`config.mk`:
```
export PLATFORM = sky130hd
export DESIGN_NAME = full_adder
export DESIGN_NICKNAME = d
export VERILOG_FILES = /design/src/rtl/full_adder.sv
export SDC_FILE = /design/constraint.sdc
export NUM_CORES = 1
export LEC_CHECK = 0
export BUFFER_PORTS_ARGS = -buffer_cell sky130_fd_sc_hd__buf_4
export CORE_AREA = 2 2 39 41
export DETAILED_ROUTE_END_ITERATION = 12
export DIE_AREA = 0 0 41 43
export HOLD_SLACK_MARGIN = 0.15
export PLACE_DENSITY_LB_ADDON = 0.05
export SLEW_MARGIN = 20
export SYNTH_ARGS = -nofsm -noshare
export SYNTH_HDL_FRONTEND = slang
export SYNTH_SLANG_ARGS = --single-unit
```
`constraint.sdc`:
```
create_clock -name clk -period 0.9 [get_ports clk]
set_input_delay 0.18 -clock clk [delete_from_list [all_inputs] [get_ports clk]]
set_output_delay 0.18 -clock clk [all_outputs]
set_load 0.01 [all_outputs]
```
`src/rtl/full_adder.sv`:
```
// full_adder: registered WIDTH-bit ripple-borrow subtractor.
//   {bor_out, diff} = a - b - bor_in, one-cycle latency, out_valid tracks in_valid.
//   Optional build macro FULL_ADDER_ZERO_FLAG_EN adds a registered 'zero' output
//   that is high when the loaded difference is all zeros.
module full_adder #(
  parameter int unsigned WIDTH = 1
) (
  input  logic             clk,
  input  logic             rst,
  input  logic             in_valid,
  input  logic [WIDTH-1:0] a,
  input  logic [WIDTH-1:0] b,
  input  logic             bor_in,
  output logic [WIDTH-1:0] diff,
  output logic             bor_out,
  output logic             out_valid
`ifdef FULL_ADDER_ZERO_FLAG_EN
  ,
  output logic             zero
`endif
);

  localparam int unsigned BW = WIDTH + 1;

  logic [BW-1:0]    br_c;
  logic [WIDTH-1:0] diff_d;
  logic             bor_d;
  logic [WIDTH-1:0] diff_q;
  logic             bor_q;
  logic             valid_q;

  // Ripple-borrow chain: one subtractor cell per bit, borrow enters at the LSB.
  always_comb begin
    br_c    = '0;
    diff_d  = '0;
    br_c[0] = bor_in;
    for (int i = 0; i < int'(WIDTH); i++) begin
      diff_d[i]  = a[i] ^ b[i] ^ br_c[i];
      br_c[i+1]  = (~a[i] & b[i]) | (~(a[i] ^ b[i]) & br_c[i]);
    end
    bor_d = br_c[WIDTH];
  end

  // Result registers load only on a valid beat so an idle bus never disturbs them.
  always_ff @(posedge clk) begin
    if (rst) begin
      diff_q  <= '0;
      bor_q   <= 1'b0;
      valid_q <= 1'b0;
    end else begin
      valid_q <= in_valid;
      if (in_valid) begin
        diff_q <= diff_d;
        bor_q  <= bor_d;
      end
    end
  end

  assign diff      = diff_q;
  assign bor_out   = bor_q;
  assign out_valid = valid_q;

`ifdef FULL_ADDER_ZERO_FLAG_EN
  logic zero_d;
  logic zero_q;

  assign zero_d = (diff_d == WIDTH'(0));

  // Zero flag is captured together with the difference it describes.
  always_ff @(posedge clk) begin
    if (rst) begin
      zero_q <= 1'b0;
    end else if (in_valid) begin
      zero_q <= zero_d;
    end
  end

  assign zero = zero_q;
`endif

endmodule

```
== Yosys cells after proc, flatten, opt, wreduce, memory -nomap -nowiden ==
Index checks and enable logic that the tools add are counted.

* Register bits: 3
* Bits of input ports: 6
* Output and inout bits: 3
* Logic and storage cells: 10

* Bitwise logic cells: 7

{| class="wikitable"
|+ Operators by type and width
! cell !! count
|-
| $and A1 B1 Y1 || 2
|-
| $not A1 Y1 || 2
|-
| $xor A1 B1 Y1 || 2
|-
| $or A1 B1 Y1 || 1
|}

== Logic depth before layout (Yosys ltp) ==
* Depth after elaboration: 4
* Depth in mapped cells: 4
* Mapped depth without buffers: 4

== Worst setup path after synthesis ==
OpenSTA, ideal clock, no wires.

* Path type: input to register
* From: input b
* To: register diff_q (netlist: diff)
* Setup time: 0.114 ns
* Data arrival time: 0.814 ns
* Required time: 0.786 ns
* Slack: -0.028 ns
* Stages on the path: 4
* Path buffers: 0
* Cell sequence: inv_1 > fa_1 > mux2i_1 > nor2_1

* Longest elaborated chain between the ends: 2

{| class="wikitable"
|+ RTL lines
! what !! line !! RTL
|-
| start: declaration || 12 || <nowiki>input logic [WIDTH-1:0] b,</nowiki>
|-
| $xor A1 B1 Y1 (2 in a row) || 38 || <nowiki>diff_d[i] = a[i] ^ b[i] ^ br_c[i];</nowiki>
|-
| via diff_d || 26 || <nowiki>logic [WIDTH-1:0] diff_d;</nowiki>
|-
| end signal: assignment || 53 || <nowiki>diff_q <= diff_d;</nowiki>
|-
| end: declaration || 28 || <nowiki>logic [WIDTH-1:0] diff_q;</nowiki>
|}

The timed path passes the listed nets, and every way through them passes these cells.
A chain may end at the register's enable or synchronous reset.

== Worst setup path in the final report ==
* From: input rst
* To: register bor_q (netlist: bor_out)

{| class="wikitable"
|+ RTL lines
! what !! line !! RTL
|-
| start: declaration || 9 || <nowiki>input logic rst,</nowiki>
|-
| end signal: assignment || 54 || <nowiki>bor_q <= bor_d;</nowiki>
|-
| end: declaration || 29 || <nowiki>logic bor_q;</nowiki>
|}

No word-level cell between the ends.

==> summary by stage <==
Synth
After synthesis the netlist holds a flip-flop and latch count of 3. The post-synthesis net count is 18. After synthesis, flip-flops and latches occupy between 50% and 60% of the total area. The most used flip-flop cell after synthesis is sky130_fd_sc_hd__dfxtp_1. In the post-synthesis netlist, the biggest area contributors are sky130_fd_sc_hd__dfxtp_1 (51%), sky130_fd_sc_hd__fa_1 (17%), sky130_fd_sc_hd__mux2i_1 (8.4%). For this run, asynchronously set or reset flops after synthesis account for 0%. The post-synth design cell area is between 100 and 150 um^2. The fraction of post-synthesis cell area in the top cell type by area is between 50% and 60%. The cell accounting for the most synthesized area is sky130_fd_sc_hd__dfxtp_1.

A synthesized cell averages ~11 um^2. By count the netlist is led by sky130_fd_sc_hd__dfxtp_1 (3), sky130_fd_sc_hd__inv_1 (2), sky130_fd_sc_hd__nor2_1 (2). The number of synthesis warnings is 0. Counting flops with a built-in enable in the synthesized netlist gives 0.

Synthesis produced a netlist whose cell count is 11. The dominant cell by count in the synthesized netlist is sky130_fd_sc_hd__dfxtp_1. The number of distinct library cells after synthesis is 7.

Timing
The final critical path time including I/O delays and setup is approximately 0.85 ns. The final clock period utilization by the worst path is ~95%. At the pin with the least slew margin, the transition time is around 0.16 ns. In the final timing run, aggregate negative setup slack is 0 ns. The maximum clock frequency is around 1200 MHz. The worst hold margin is around 0.16 ns. Setup violations remaining at the end of the flow were counted as 0. Setup repair after global routing left no endpoint under its margin.

The clock tree skew after final layout is 0 ns. The final number of hold-violating endpoints is 0. The final max-slew violation count is 0. The remaining max-slew budget at the tightest pin is approximately nine tenths.

CTS
The number of clock buffers added by TritonCTS is 3. The post-CTS repair timing setup buffer count is 0. Clock-pin slew was measured on the worst setup and hold paths at 0.03 ns. For this design, the sink count on the clock tree is 3. The CTS tree is yes. No sink is reached through more buffers than the 2 on the longest clock path. The post-cts resize count is 0. The tree is rooted in a sky130_fd_sc_hd__clkbuf_4. The clock reaches the later pin of the worst-skew pair after ~0.23 ns. The deepest level of the CTS H-tree is 1.

Power and ir drop
The leakage component of the power is approximately 0.11 nW. Of the total power, registers draw 32.9%. The switching share of total power is between 20% and 30%. The clock power share is 52.6%. Power spread over the standard cell area amounts to ~1900 nW/um^2.

In this run the power spent charging and discharging nets is 0.0994 mW. The maximum ir drop on the vdd rail is 0.378 mV. The internal power consumption is around 0.35 mW. In this run, the combinational gates consume 14.5% of the power.

Critical path
The startpoint kind of the worst setup timing path is a primary input. At the worst endpoint, the arrival time is 1.00 ns. The required time of the worst setup path is between 1 and 1.5 ns. On the worst path, the slowest cell contributes a delay of between 0.5 and 0.6 ns. The kind of end point of the critical path is a flip-flop. The critical path is of the in -> reg type. The signal on the critical path passes through dlygate4sd3_1, buf_4, a211oi_1. For this design, the slowest cell found on the critical path is sky130_fd_sc_hd__dlygate4sd3_1.

The biggest fanout along the worst timing path is 3. Together, buffers and inverters on the worst path number 2. Broken down by cell family, the worst path's largest delay share belongs to buffers and inverters.

Floorplanning
From bottom edge to top edge, the die measures around 43 um. The count of pins on the block boundary is 9. Row generation in the floorplan step produced 14 rows. The core region is 1380 um^2. The floorplan step defined a die boundary enclosing around 1800 um^2. For this configuration, the core starts out at a cell density of 8.59%.

The width of the die is just over 40 um.

Cells and area
The area of the multi-input gates is between 50 and 60 um^2. The fill cell instance count of the final layout is 170. The total area of sequential cells is 60.1 um^2. At the end of the flow the core is filled with cells to around 17%. The area growth from synthesis to layout is 97.9%. The count of inserted antenna diode cells is 0. The fraction of layout instances using a drive strength above 1 is between 40% and 50%. The total number of nets in the final design is 32.

Placement
The congestion estimate from routability-driven global placement came to 0.524. Port buffering added 8 buffers. The detailed placement HPWL is 245 um.

Drt
After detailed routing, the average wire length per cell comes to 7.15 um. The first-iteration detailed-routing DRC count is 0. The count of nets left with antenna violations after detail routing is 0. The overall via count from detail_route is about 110. The overall routed net length is roughly 290 um. The detailed-route vias per instance is 2.80.

The DRC violation count after routing is 0. The number of optimization iterations in the first detailed-route pass is 1.

Global route
Summed over all layers, the global routing overflow is 0. The via count of the first global-routing pass is 114. The initial antenna violation count came to 0. The wire length of the first global-routing pass is around 430 um. Entering global routing, the biggest net connects 5 pins. The aggregate global-route resource usage is ~4.7%.

Hold path
The kind of path behind the tightest hold check is in -> reg.

Run status
The flow ran to the end, and the final reports show no timing, DRC or antenna violations.

Run
The tool flagged a number of max-cap violations equal to 0.
## logic make-up after synthesis
family	synth area share, %
compound gates	6.32
fa+ha+maj	16.8
buf+inv	6.32
flops	50.5
mux	8.42
simple gates	11.6
## flip-flops by register name, summed over array words and instances, names as in the netlist
name	flops
out_valid	1
diff	1
bor_out	1
## stage by stage
step | power (mW) | area, um^2 | setup WS, ns | instances
6_report | 0.449 | 235 | 0.0457 | 40
3_3_place_gp | 0.213 | 199 | -0.169 | 35
2_1_floorplan | 0.173 | 119 | -0.0284 | 11
3_5_place_dp | 0.215 | 199 | -0.194 | 35
4_1_cts | 0.467 | 235 | 0.0327 | 40
5_1_grt | 0.478 | 235 | 0.00930 | 40
## layer usage
layer,up-vias,wire length [um],global-route usage (%)
met5,-,0,0
met3,0,55,1.57
li1,59,-,-
met4,0,0,10.0
met2,8,117,4.69
met1,45,114,4.49
## worst reg2reg max path: cells and delay by family, from the launching register on
| family | cells | cell delay, ns |
|---|---|---|
| AO/OA/AOI/OAI | 1 | 0.18 |
| flip-flops | 1 | 0.32 |
| AND/OR/NAND/NOR | 1 | 0.05 |
## power by group through the flow
stage	registers, mW	logic (mW)	clock network, mW
after floorplan	0.155	0.0178	0
after global placement	0.150	0.0629	0
after detailed placement	0.150	0.0645	0
after CTS	0.148	0.0675	0.252
after global routing	0.149	0.0744	0.255
final	0.148	0.0653	0.236
## cell usage in the layout, fill, tap and decap left out
cell / instances
sky130_fd_sc_hd__a211oi_1: 1
sky130_fd_sc_hd__buf_4: 8
sky130_fd_sc_hd__clkbuf_1: 1
sky130_fd_sc_hd__clkbuf_4: 3
sky130_fd_sc_hd__dfxtp_1: 3
sky130_fd_sc_hd__dlygate4sd3_1: 1
sky130_fd_sc_hd__fa_1: 1
sky130_fd_sc_hd__inv_1: 2
sky130_fd_sc_hd__mux2i_1: 1
sky130_fd_sc_hd__nor2_1: 2
sky130_fd_sc_hd__nor2b_1: 1
## final cells by class
type / instances / share of cell area (%)
flip-flops and latches: 3 / 25.5
clock buffers: 4 / 11.2
repair buffers: 9 / 29.8
well taps: 16 / 8.51
multi-input cells: 6 / 21.8
inverters: 2 / 3.19
## timing repair
item / in CTS / in global routing
hold buffers: 1 / 0
endpoints found under the setup margin: 0 / 0
hold endpoints to repair: 3 / 0
## final timing paths
kind / startpoint / to / slack, ns / cells past startpoint
worst max-delay path: rst / bor_out / 0.05 / 3
worst min-delay path: in_valid / bor_out / 0.16 / 2
worst min register to register: bor_out / bor_out / 0.49 / 2
worst max register to register: bor_out / bor_out / 0.27 / 2
(Power assumes the default switching activity.)
